==> src/rtl/uart_rx_axis_if.sv <==
// AXI-Stream style beat channel carried out of the UART receiver.
// The master drives data/valid and the slave returns ready.
interface uart_rx_axis_if #(
  parameter int W_OUT = 16
);
  logic [W_OUT-1:0] m_data;
  logic             m_valid;
  logic             m_ready;

  modport master (output m_data, output m_valid, input m_ready);
  modport slave  (input m_data, input m_valid, output m_ready);
endinterface

==> src/rtl/uart_rx_axis.sv <==
// UART receiver with mid-bit sampling, optional parity and 1/2 stop bits.
// Received words are packed into W_OUT-wide beats and queued in a show-ahead FIFO.
module uart_rx_axis #(
  parameter int CLOCKS_PER_PULSE = 4,
  parameter int BITS_PER_WORD    = 8,
  parameter int W_OUT            = 16,
  parameter int PARITY           = 0,
  parameter int STOP_BITS        = 1,
  parameter int FIFO_DEPTH       = 4
) (
  input  logic               clk,
  input  logic               rstn,
  input  logic               rx,
  uart_rx_axis_if.master     m_axis,
  output logic               frame_err,
  output logic               parity_err,
  output logic               overrun
);
  localparam int NUM_WORDS = W_OUT / BITS_PER_WORD;
  localparam int CW        = $clog2(CLOCKS_PER_PULSE);
  localparam int BW        = $clog2(BITS_PER_WORD + 1);
  localparam int IW        = (NUM_WORDS > 1) ? $clog2(NUM_WORDS) : 1;
  localparam int AW        = $clog2(FIFO_DEPTH);

  typedef enum logic [2:0] {S_IDLE, S_START, S_DATA, S_PAR, S_STOP} state_t;

  state_t                   state_q, state_d;
  logic                     rx_meta_q, rx_s_q;
  logic [CW-1:0]            cnt_q, cnt_d;
  logic [BW-1:0]            bit_q, bit_d;
  logic [BITS_PER_WORD-1:0] shift_q, shift_d;
  logic                     ferr_q, ferr_d;
  logic                     perr_q, perr_d;
  logic [IW-1:0]            idx_q, idx_d;
  logic [BITS_PER_WORD-1:0] slot_q [NUM_WORDS];
  logic [BITS_PER_WORD-1:0] slot_d [NUM_WORDS];
  logic                     frame_err_q, frame_err_d;
  logic                     parity_err_q, parity_err_d;
  logic                     overrun_q, overrun_d;
  logic [AW:0]              wr_q, wr_d, rd_q, rd_d;
  logic [W_OUT-1:0]         mem_q [FIFO_DEPTH];

  logic             half_tick, tick, last_bit, last_stop, exp_par;
  logic             word_done, fe_now, pe_now, push, do_push, pop, full, empty;
  logic [W_OUT-1:0] beat;

  assign half_tick = (cnt_q == CW'(CLOCKS_PER_PULSE / 2 - 1));
  assign tick      = (cnt_q == CW'(CLOCKS_PER_PULSE - 1));
  assign last_bit  = (bit_q == BW'(BITS_PER_WORD - 1));
  assign last_stop = (bit_q == BW'(STOP_BITS - 1));
  assign exp_par   = (PARITY == 1) ? ~^shift_q : ^shift_q;

  // State register
  always_ff @(posedge clk or negedge rstn) begin
    if (!rstn) state_q <= S_IDLE;
    else       state_q <= state_d;
  end

  // Next-state logic
  always_comb begin
    state_d = state_q;
    case (state_q)
      S_IDLE:  if (!rx_s_q) state_d = S_START;
      S_START: if (half_tick) state_d = rx_s_q ? S_IDLE : S_DATA;
      S_DATA:  if (tick && last_bit) state_d = (PARITY != 0) ? S_PAR : S_STOP;
      S_PAR:   if (tick) state_d = S_STOP;
      S_STOP:  if (tick && last_stop) state_d = S_IDLE;
      default: state_d = S_IDLE;
    endcase
  end

  // Bit timing, shifting and per-frame error capture
  always_comb begin
    cnt_d     = cnt_q + CW'(1);
    bit_d     = bit_q;
    shift_d   = shift_q;
    ferr_d    = ferr_q;
    perr_d    = perr_q;
    word_done = 1'b0;
    case (state_q)
      S_IDLE: begin
        cnt_d  = '0;
        bit_d  = '0;
        ferr_d = 1'b0;
        perr_d = 1'b0;
      end
      S_START: if (half_tick) cnt_d = '0;
      S_DATA: if (tick) begin
        cnt_d                    = '0;
        shift_d                  = shift_q >> 1;
        shift_d[BITS_PER_WORD-1] = rx_s_q;
        bit_d                    = last_bit ? '0 : bit_q + BW'(1);
      end
      S_PAR: if (tick) begin
        cnt_d  = '0;
        perr_d = (rx_s_q != exp_par);
      end
      S_STOP: if (tick) begin
        cnt_d = '0;
        if (!rx_s_q) ferr_d = 1'b1;
        if (last_stop) begin
          word_done = 1'b1;
          bit_d     = '0;
        end else begin
          bit_d = bit_q + BW'(1);
        end
      end
      default: cnt_d = '0;
    endcase
  end

  // The final stop sample counts toward the frame error in the same cycle
  assign fe_now = ferr_q | ~rx_s_q;
  assign pe_now = perr_q;

  // The newest word goes straight into the top slot of the beat
  for (genvar gi = 0; gi < NUM_WORDS; gi++) begin : g_beat
    if (gi == NUM_WORDS - 1) begin : g_last
      assign beat[gi*BITS_PER_WORD +: BITS_PER_WORD] = shift_q;
    end else begin : g_slot
      assign beat[gi*BITS_PER_WORD +: BITS_PER_WORD] = slot_q[gi];
    end
  end

  always_comb begin
    slot_d       = slot_q;
    idx_d        = idx_q;
    push         = 1'b0;
    frame_err_d  = 1'b0;
    parity_err_d = 1'b0;
    if (word_done) begin
      if (fe_now || pe_now) begin
        idx_d        = '0;
        frame_err_d  = fe_now;
        parity_err_d = pe_now;
      end else if (idx_q == IW'(NUM_WORDS - 1)) begin
        idx_d = '0;
        push  = 1'b1;
      end else begin
        slot_d[idx_q] = shift_q;
        idx_d         = idx_q + IW'(1);
      end
    end
  end

  // Output FIFO: pointers carry one extra wrap bit to tell full from empty
  assign empty   = (wr_q == rd_q);
  assign full    = (wr_q[AW] != rd_q[AW]) && (wr_q[AW-1:0] == rd_q[AW-1:0]);
  assign pop     = !empty && m_axis.m_ready;
  assign do_push = push && (!full || pop);

  always_comb begin
    overrun_d = push && full && !pop;
    wr_d      = wr_q + (AW+1)'(do_push);
    rd_d      = rd_q + (AW+1)'(pop);
  end

  always_ff @(posedge clk) begin
    if (do_push) mem_q[wr_q[AW-1:0]] <= beat;
  end

  always_ff @(posedge clk or negedge rstn) begin
    if (!rstn) begin
      rx_meta_q    <= 1'b1;
      rx_s_q       <= 1'b1;
      cnt_q        <= '0;
      bit_q        <= '0;
      shift_q      <= '0;
      ferr_q       <= 1'b0;
      perr_q       <= 1'b0;
      idx_q        <= '0;
      for (int i = 0; i < NUM_WORDS; i++) slot_q[i] <= '0;
      frame_err_q  <= 1'b0;
      parity_err_q <= 1'b0;
      overrun_q    <= 1'b0;
      wr_q         <= '0;
      rd_q         <= '0;
    end else begin
      rx_meta_q    <= rx;
      rx_s_q       <= rx_meta_q;
      cnt_q        <= cnt_d;
      bit_q        <= bit_d;
      shift_q      <= shift_d;
      ferr_q       <= ferr_d;
      perr_q       <= perr_d;
      idx_q        <= idx_d;
      slot_q       <= slot_d;
      frame_err_q  <= frame_err_d;
      parity_err_q <= parity_err_d;
      overrun_q    <= overrun_d;
      wr_q         <= wr_d;
      rd_q         <= rd_d;
    end
  end

  // Gate data so stale RAM contents never show while the FIFO is empty
  assign m_axis.m_valid = !empty;
  assign m_axis.m_data  = empty ? '0 : mem_q[rd_q[AW-1:0]];
  assign frame_err      = frame_err_q;
  assign parity_err     = parity_err_q;
  assign overrun        = overrun_q;
endmodule
==> src/flat_wrapper.sv <==
// flat-port wrapper written by rule: the top's interface ports become plain ports
module uart_rx_axis_flat 
#(
  parameter int CLOCKS_PER_PULSE = 4,
  parameter int BITS_PER_WORD    = 8,
  parameter int W_OUT            = 16,
  parameter int PARITY           = 0,
  parameter int STOP_BITS        = 1,
  parameter int FIFO_DEPTH       = 4
)
  (clk, rstn, rx, frame_err, parity_err, overrun, m_axis_m_data, m_axis_m_valid, m_axis_m_ready);
  uart_rx_axis_if #(.W_OUT(W_OUT)) m_axis_i ();
  input  logic clk;
  input  logic rstn;
  input  logic rx;
  output logic frame_err;
  output logic parity_err;
  output logic overrun;
  output wire logic [$bits(m_axis_i.m_data)-1:0] m_axis_m_data;
  output wire logic [$bits(m_axis_i.m_valid)-1:0] m_axis_m_valid;
  input wire logic [$bits(m_axis_i.m_ready)-1:0] m_axis_m_ready;
  assign m_axis_m_data = m_axis_i.m_data;
  assign m_axis_m_valid = m_axis_i.m_valid;
  assign m_axis_i.m_ready = m_axis_m_ready;
  uart_rx_axis #(.CLOCKS_PER_PULSE(CLOCKS_PER_PULSE), .BITS_PER_WORD(BITS_PER_WORD), .W_OUT(W_OUT), .PARITY(PARITY), .STOP_BITS(STOP_BITS), .FIFO_DEPTH(FIFO_DEPTH)) u_core (.clk(clk), .rstn(rstn), .rx(rx), .m_axis(m_axis_i), .frame_err(frame_err), .parity_err(parity_err), .overrun(overrun));
endmodule
==> config.mk <==
export PLATFORM = sky130hd
export DESIGN_NAME = uart_rx_axis_flat
export DESIGN_NICKNAME = d
export VERILOG_FILES = /design/src/rtl/uart_rx_axis_if.sv /design/src/rtl/uart_rx_axis.sv /design/src/flat_wrapper.sv
export SDC_FILE = /design/constraint.sdc
export NUM_CORES = 1
export LEC_CHECK = 0
export ABC_AREA = 0
export CAP_MARGIN = 15
export CELL_PAD_IN_SITES_DETAIL_PLACEMENT = 0
export CELL_PAD_IN_SITES_GLOBAL_PLACEMENT = 1
export CORE_MARGIN = 10
export CORE_UTILIZATION = 54
export CTS_CLUSTER_SIZE = 30
export DETAILED_ROUTE_END_ITERATION = 7
export HOLD_SLACK_MARGIN = 0.08
export PLACE_DENSITY_LB_ADDON = 0.3
export SKIP_CTS_REPAIR_TIMING = 1
export SLEW_MARGIN = 10
export SYNTH_ARGS = -nofsm -noshare
export SYNTH_HDL_FRONTEND = slang
export SYNTH_SLANG_ARGS = --single-unit
==> constraint.sdc <==
create_clock -name clk -period 6.6 [get_ports clk]
set_input_delay 1.65 -clock clk [delete_from_list [all_inputs] [get_ports clk]]
set_output_delay 1.65 -clock clk [all_outputs]
set_load 0.01 [all_outputs]
==> results.md, run 1 <==
- Via count: around 2200
- Multi-input gate area: 0.00138 mm2
- Ys Warns: 0
- DR WL met3: 316 um
- Cell variety after synth: 49
- Synth area leader: edfxtp_1
- Mean Syn Cell Area: around 17 um2
- Initial antenna violation count: 0
- Worst VDD drop: between 150 and 200 uV
- Global-route wire length before repair: 11800 um
- Synth Flop Type: edfxtp_1
- # clock sinks: 103
- Skew-Pair Late Insertion Delay: 360 ps
- Top-Level Pins: 24
- Met2 WL: ~3600 um
- Final GP Congestion: between 0.7 and 0.8
- Vias in the first global route: 2266
- Critical Path Stages: 4
- Least-Margin Pin Slew: 988 ps
- Worst Path Max Fanout: 18
- CTS root buffer: clkbuf_8
- HP Class: reg2reg
- PortBufs: 23
- Final wirelength: 7170 um
- Flops & latches, synth: a little over 100
- R2r setup slk: 3720 ps
- Cell family with most CP delay: simple AND/OR/NAND/NOR gates
- Final #Nets: 304
- Critical path data arrival time: 3120 ps
- Fin crit period: 4770 ps
- Fillers: 582
- GRT Overall Usage: roughly an eighth
- Starting Density: 55.9%
- P per Cell Area: about 360 mW/mm2
- EDFF count, synth: 64
- Power, Total: roughly 1.8 mW
- Reg2Reg Depth: 6
- Unrepaired setup endpoints after global routing: false
- Fmax: 0.210 GHz
- H-tree lvl count: 3
- Highest Signal Layer: met4
- Post-Syn Nets: 275
- ANT cells: 0
- Post-synth ARST share: 37.9%
- Leakage: between 1.5 and 2 nW
- GR Overflow Total: 0
- Area after DPL: between 0.004 and 0.005 mm2
- Worst Path Buf+Inv: 1
- CTS tree: done
- Min Hold Slack: around 360 ps
- Crit Path Category: reg2out
- Die Height: roughly 110 um
- Clock transition at path regs: 110 ps
- R2R Path Start: u_core.rd_q[1]
- Clock buffer depth: 2
- Critical Path Start Type: flop
- Drt wl/cell: 18.0 um
- Drt drc: 0
- Dpl ws: 2170 ps
- Routed met1 length: 3200 um
- Die width: between 100 and 150 um
- Worst Setup End Kind: output pin
- CTS Buf Count: 9
- Design Area, Final: 0.00490 mm2
- Crit share post-route: 72.3%
- Share of the synthesized area in the top cell type: between 40 and 50%
- DR iter-0 viols: 69
- Syn Inst Count: 262
- Synth area leaders: edfxtp_1 (44%), dfrtp_1 (21%), mux4_2 (8.3%)
- Final Skew: 11.1 ps
- Post-DP HPWL: 4680 um
- Final setup viols: 0
- Syn-to-layout area delta: 12.9%
- Final hold vios: 0
- Hold Crit Start: u_core.rx_meta_q
- Pins Over Slew Limit: 0
- Slew HR: 33.8%
- Crit path from: u_core.rd_q[1]
- Proportion of layout cells with a drive suffix above 1: 24.3%
- MaxCap Viol Count: 0
- Fin Setup TNS: 0 ps
- Core ar.: 0.00777 mm2
- Seq/Total Area, Yosys: 66.8%
- RR Endpoint: u_core.rd_q[2]
- Setup crit end: m_axis_m_data[13]
- Cell area after synthesis: 0.00434 mm2
- Largest net degree at the start of global routing: 40
- Status: completed
- Seq. cell area: 0.00290 mm2
- Initial DRT Pass Iterations: 4
- Slowest cell on the critical path: dfrtp_1
- Max incr delay on CP: roughly 900 ps
- Row cnt: 32
- DR vias/cell: 5.54
- Die ar.: 0.0120 mm2
- CP required: around 5000 ps
- Worst setup margin: 1830 ps
- Post-route ant nets: 0
- Critical-path cell list: xor2_1, nor3b_2, and2b_1, clkdlybuf4s50_1
==> sequential cells by signal (all words and copies together), names as in the netlist, 2 cells and up <==
name / count
u_core.mem_q: 64
u_core.beat: 8
u_core.shift_q: 8
u_core.bit_q: 4
u_core.rd_q: 3
u_core.state_q: 3
u_core.wr_q: 3
u_core.cnt_q: 2
==> cell usage in the layout (no fill, tap or decap), drive strengths merged, types with 6 or more instances in the layout <==
| cell | netlist | routed |
|---|---|---|
| nor2b | 9 | 9 |
| xor2 | 6 | 6 |
| nand2 | 7 | 7 |
| dfrtp | 37 | 37 |
| inv | 9 | 11 |
| clkbuf | 4 | 9 |
| edfxtp | 64 | 64 |
| and2b | 9 | 9 |
| mux4 | 16 | 16 |
| a21oi | 7 | 7 |
| clkdlybuf4s50 | 0 | 22 |
| mux2 | 16 | 16 |
| o21ai | 7 | 7 |
| ha | 9 | 9 |
==> how the worst min path moves through the flow <==
stage          slack, ps            end  depth (start not counted)
6_report             360  u_core.rx_s_q                          0
3_5_place_dp         350  u_core.rx_s_q                          0
3_3_place_gp         350  u_core.rx_s_q                          0
5_1_grt              370  u_core.rx_s_q                          0
4_1_cts              370  u_core.rx_s_q                          0
2_1_floorplan        350  u_core.rx_s_q                          0
==> power by group <==
| group | internal (mW) | leakage (nW) | switching [mW] | total (mW) |
|---|---|---|---|---|
| clock network | 0.150 | 0.0990 | 0.234 | 0.384 |
| registers | 0.730 | 1.12 | 0.0875 | 0.817 |
| logic | 0.321 | 0.694 | 0.237 | 0.558 |
| total | 1.20 | 1.91 | 0.559 | 1.76 |
==> synth_stat cells (all sizes together) (2+ instances only) <==
| master | instances |
|---|---|
| a21o | 4 |
| a21oi | 7 |
| a31oi | 2 |
| and2 | 2 |
| and2b | 9 |
| and4 | 2 |
| buf | 5 |
| clkbuf | 4 |
| dfrtp | 37 |
| dfstp | 2 |
| edfxtp | 64 |
| ha | 9 |
| inv | 9 |
| mux2 | 16 |
| mux4 | 16 |
| nand2 | 7 |
| nand2b | 3 |
| nand3 | 2 |
| nor2 | 5 |
| nor2b | 9 |
| nor3 | 3 |
| nor3b | 5 |
| nor4 | 2 |
| o21ai | 7 |
| o22ai | 2 |
| o31ai | 2 |
| or2 | 2 |
| xnor2 | 5 |
| xor2 | 6 |
==> logic make-up (layout without fill, tap and decap cells) <==
kind of cell             count (synthesis)  in the layout  share of synthesized area, %
XOR/XNOR                                12             12                          2.74
AO/OA/AOI/OAI                           29             29                          4.32
AND/OR/NAND/NOR                         58             58                          9.02
multiplexers                            33             33                          12.7
buffers and inverters                   18             52                          1.90
adder cells (fa/ha/maj)                  9              9                          2.59
flip-flops                             103            103                          66.8
==> layer usage <==
metal	vias to the layer above	GRT usage (%)
met1	1109	16.6
met4	0	5.30
met2	35	21.0
met3	7	2.46
met5	-	0
li1	1053	-
==> layout make-up <==
| class | count | area share [%] |
|---|---|---|
| flip-flops and latches | 103 | 59.1 |
| multi-input cells | 141 | 28.2 |
| repair buffers | 27 | 5.20 |
| well taps | 102 | 2.60 |
| clock buffers | 9 | 2.53 |
| clock inverters | 7 | 1.63 |
| inverters | 9 | 0.689 |
==> metrics by stage <==
step	utilization, %	instances
floorplan	-	262
global placement	60.5	382
detailed placement	60.5	382
CTS	63.1	398
global route	63.1	398
finish	63.1	398
Power figures use the tool's default switching activity.
==> run 2, diff against run 1 <==
--- a/config.mk
+++ b/config.mk
@@ -10,7 +10,7 @@
 export CELL_PAD_IN_SITES_DETAIL_PLACEMENT = 0
 export CELL_PAD_IN_SITES_GLOBAL_PLACEMENT = 1
 export CORE_MARGIN = 10
-export CORE_UTILIZATION = 54
+export CORE_UTILIZATION = 46
 export CTS_CLUSTER_SIZE = 30
 export DETAILED_ROUTE_END_ITERATION = 7
 export HOLD_SLACK_MARGIN = 0.08
==> constraint.sdc (replaced) <==
create_clock -name clk -period 4.2 [get_ports clk]
set_input_delay 1.05 -clock clk [delete_from_list [all_inputs] [get_ports clk]]
set_output_delay 1.05 -clock clk [all_outputs]
set_load 0.01 [all_outputs]
==> results.md, run 2 (same netlist as run 1, synthesis figures left out) <==
- Status: completed
- HP Class: reg2reg
- Critical path data arrival time: about 2300 ps
- Pins Over Slew Limit: 0
- GRT Overall Usage: 11.6%
- Syn-to-layout area delta: 14.1%
- Most frequent cells in the layout: edfxtp_1 (64), dfrtp_1 (37), clkdlybuf4s50_1 (22)
- Final hold vios: 0
- Area after DPL: 0.00475 mm2
- R2R Path Start: u_core.bit_q[0]
- Worst Path Max Fanout: 18
- Core ar.: ~0.0092 mm2
- Drt drc: 0
- Clock buffer depth: 2
- Dpl cells: 412
- Final GP Congestion: a little over 0.7
- Worst VDD drop: 255 uV
- Non-filler cells, final: 428
- Reg2Reg Depth: 7
- P per Cell Area: 559 mW/mm2
- Hold Crit Start: u_core.rx_meta_q
- Die ar.: between 0.01 and 0.015 mm2
- DR vias/cell: ~5.2
- Clock transition at path regs: 90 ps
- Worst Setup End Kind: output pin
- Worst Path Buf+Inv: 2
- Fin crit period: 3360 ps
- Min Hold Slack: 363 ps
- Leakage: 1.93 nW
- H-tree lvl count: 3
- Hold depth: 0
- Unrepaired setup endpoints after global routing: false
- Crit Path Category: reg2out
- Slowest cell on the critical path: dfrtp_1
- Via count: ~2200
- Die width: 117 um
- Power, Total: 2.77 mW
- Post-DP HPWL: approximately 4900 um
- Least-Margin Pin Slew: about 900 ps
- Slew HR: 40.2%
- Die Height: roughly 120 um
- Max FFs per register: between 60 and 70
- Top-Level Pins: 24
- CTS root buffer: clkbuf_8
- Vias in the first global route: 2288
- DR iter-0 viols: 86
- Skew-Pair Late Insertion Delay: 370 ps
- Crit share post-route: about four fifths
- Cell family with most CP delay: buffers and inverters
- Row cnt: 35
- Max incr delay on CP: about 660 ps
- Final wirelength: ~7400 um
- Drt wl/cell: 17.2 um
- Initial antenna violation count: 0
- Crit path from: u_core.rd_q[1]
- # clock sinks: between 100 and 150
- MaxCap Viol Count: 0
- Fmax: 0.297 GHz
- Final #Nets: 307
- Fin Setup TNS: 0 ps
- Final setup viols: 0
- GR Overflow Total: 0
- Starting Density: 47.0%
- Initial DRT Pass Iterations: 4
- Critical Path Start Type: flop
- PortBufs: 23
- Largest net degree at the start of global routing: 40
- Global-route wire length before repair: about 12000 um
- Commonest non-fill, non-tap cell in the layout: edfxtp_1
- Critical Path Stages: 5
- Proportion of layout cells with a drive suffix above 1: approximately a quarter
- CTS tree: done
- Fillers: 762
- Post-route ant nets: 0
- Design Area, Final: about 0.0050 mm2
- CP required: 3150 ps
- ANT cells: 0
- CTS Buf Count: 9
- Final Skew: 12.1 ps
- Critical-path cell list: xor2_1, nor3b_2, buf_4, and2b_1, clkdlybuf4s50_1
[run 2: cell count changes in the layout (fill, tap and decap cells not counted), sizes merged]
cell	before	now
buf	5	8
[run 2: area by class of cell]
class	instances	area [um2]	share of cell area, %
clock buffer	9	124	2.50
tap	129	161	3.26
clock inverter	7	77.6	1.57
multi-input combinational	141	1380	27.9
timing repair buffer	30	278	5.60
inverter	9	33.8	0.682
sequential	103	2900	58.5
[run 2: worst register-to-register path: stages (launching register included)]
cell and delay [ps]:
dfrtp_1 410, inv_1 90, ha_1 170, nor3b_2 320, and4_2 310, nand4b_1 260
nor3b_2 260, buf_4 290
[run 2: worst paths after layout]
kind	endpoint	slack [ps]
worst min register to register	u_core.rx_s_q	360
worst min-delay path	u_core.rx_s_q	360
worst max register to register	u_core.mem_q[2][15]	1770
worst max-delay path	m_axis_m_data[8]	840
max in group asynchronous	u_core.beat[0]	2830
min in group asynchronous	u_core.shift_q[4]	790
[run 2: through the flow]
| stage | util (%) | setup WS (ps) |
|---|---|---|
| after floorplan | - | 1150 |
| after global placement | 51.5 | 1210 |
| after detailed placement | 51.5 | 1190 |
| after CTS | 53.6 | 776 |
| after global routing | 53.6 | 692 |
| final | 53.6 | 835 |
[run 2: power breakdown]
| part | internal (mW) | leakage (nW) | total (mW) | switching, mW |
|---|---|---|---|---|
| Sequential | 1.15 | 1.12 | 1.27 | 0.125 |
| Combinational | 0.511 | 0.711 | 0.900 | 0.390 |
| Clock | 0.234 | 0.0975 | 0.599 | 0.366 |
[run 2: metal layers]
metal / share of wire (%) / track usage, %
met1: 45 / 14.2
met2: 51 / 19.3
met3: 3.4 / 2.55
met5: 0 / 0
met4: 1.3 / 5.27
==> run 3, diff against run 2 <==
==> constraint.sdc (replaced) <==
create_clock -name clk -period 2.8 [get_ports clk]
set_input_delay 0.7 -clock clk [delete_from_list [all_inputs] [get_ports clk]]
set_output_delay 0.7 -clock clk [all_outputs]
set_load 0.01 [all_outputs]
==> results.md, run 3 (same netlist as run 1, synthesis figures left out) <==
- Final GP Congestion: 0.752
- Syn-to-layout area delta: 17.4%
- ANT cells: 0
- Design Area, Final: 0.00510 mm2
- Final wirelength: 7470 um
- Vias in the first global route: 2410
- Non-filler cells, final: ~440
- Pins Over Slew Limit: 0
- Worst Path Max Fanout: 6
- Top-Level Pins: 24
- Dpl cells: 414
- Commonest non-fill, non-tap cell in the layout: edfxtp_1
- P_int: 2.93 mW
- HP Class: reg2reg
- H-tree lvl count: 3
- R2R Path Start: u_core.bit_q[0]
- Min Hold Slack: 364 ps
- Final setup viols: 0
- Core ar.: 0.00924 mm2
- Sw frac: 31.4%
- Via count: 2271
- Skew-Pair Late Insertion Delay: 370 ps
- Final Skew: around 12 ps
- Drt drc: 0
- Die Height: 117 um
- Global-route wire length before repair: 12400 um
- Proportion of layout cells with a drive suffix above 1: 27.6%
- CP required: 2100 ps
- Fillers: 752
- MaxCap Viol Count: 0
- Sequential share of power: a little over two fifths
- DR vias/cell: 5.20
- PortBufs: 23
- Worst setup margin: 105 ps
- Status: completed
- Post-route ant nets: 0
- # clock sinks: 103
- Clock buffer depth: 2
- Area after DPL: 0.00478 mm2
- Comb power frac: 35.6%
- Fin Setup TNS: 0 ps
- Initial antenna violation count: 0
- Max FFs per register: 64
- GR Overflow Total: 0
- Largest net degree at the start of global routing: 40
- Crit share post-route: a little over nine tenths
- Post-DP HPWL: 4730 um
- Final #Nets: between 300 and 400
- CTS Buf Count: 9
- Crit path from: u_core.rd_q[0]
- Leakage: 2.17 nW
- R2r setup slk: 430 ps
- Dpl ws: 232 ps
- Worst VDD drop: 413 uV
- CTS root buffer: clkbuf_8
- Final Util: 55.2%
- Hold Crit Start: u_core.rx_meta_q
- Fin crit period: between 2000 and 3000 ps
- Critical path data arrival time: 1990 ps
- Most frequent cells in the layout: edfxtp_1 (64), dfrtp_1 (35), dlymetal6s2s_1 (17)
- Die width: between 100 and 150 um
- Power, Total: 4.27 mW
- Unrepaired setup endpoints after global routing: false
- DR iter-0 viols: approximately 110
- Initial DRT Pass Iterations: 4
- P per Cell Area: approximately 840 mW/mm2
- Slew HR: 39.6%
- Row cnt: 35
- Worst Setup End Kind: output pin
- Crit Path Category: reg2out
- Clock share of power: 21.1%
- Sw power: 1.34 mW
- Final hold vios: 0
- Drt wl/cell: 17.1 um
- Die ar.: between 0.01 and 0.015 mm2
- Starting Density: 47.0%
- CTS tree: done
- Least-Margin Pin Slew: about 910 ps
- Clock transition at path regs: roughly 100 ps
- Fmax: roughly 0.37 GHz
- Critical Path Start Type: flop
- GRT Overall Usage: approximately an eighth
-- run 3: cell types whose count changed in the layout (fill, tap and decap cells not counted), moves of 2 or more --
cell             before  now
buf_4                 7   12
buf_6                 0    2
clkdlybuf4s50_1      22    5
dfrtp_1              37   35
dfrtp_2               0    2
dlymetal6s2s_1        0   17
-- run 3: worst paths after layout --
kind,endpoint,depth (start not counted)
min reg2reg,u_core.rx_s_q,0
min,u_core.rx_s_q,0
min in group asynchronous,u_core.beat[5],1
max,m_axis_m_data[10],6
max in group asynchronous,u_core.rd_q[0],1
max reg2reg,u_core.mem_q[1][14],7
-- run 3: worst max-delay path: stages (launching register included) --
cell and delay [ps]:
dfrtp_2 460, clkbuf_16 180, buf_6 110, buf_4 100
mux4_2 460, nor2b_1 140, dlymetal6s2s_1 160
-- run 3: layer usage --
| layer | track usage [%] | vias up | wire (um) |
|---|---|---|---|
| met3 | 3.16 | 4 | 268 |
| met4 | 3.71 | 0 | 62 |
| met2 | 18.9 | 36 | 3610 |
| met5 | 0 | - | 0 |
| li1 | - | 1069 | - |
| met1 | 14.9 | 1162 | 3530 |
-- run 3: power by group through the flow --
| stage | clock [mW] | sequential [mW] | combinational [mW] |
|---|---|---|---|
| after floorplan | 0 | 1.84 | 0.970 |
| after global placement | 0 | 1.87 | 1.48 |
| after detailed placement | 0 | 1.87 | 1.49 |
| after CTS | 0.935 | 1.84 | 1.50 |
| after global routing | 1.00 | 1.87 | 1.67 |
| final | 0.900 | 1.85 | 1.52 |
-- run 3: area by class of cell --
class	count	area, um2	share of cell area, %
clock buffer	9	124	2.43
clock inverter	7	72.6	1.42
inverter	9	33.8	0.662
multi-input combinational	141	1380	27.1
sequential	103	2900	56.9
tap	129	161	3.16
timing repair buffer	39	425	8.34
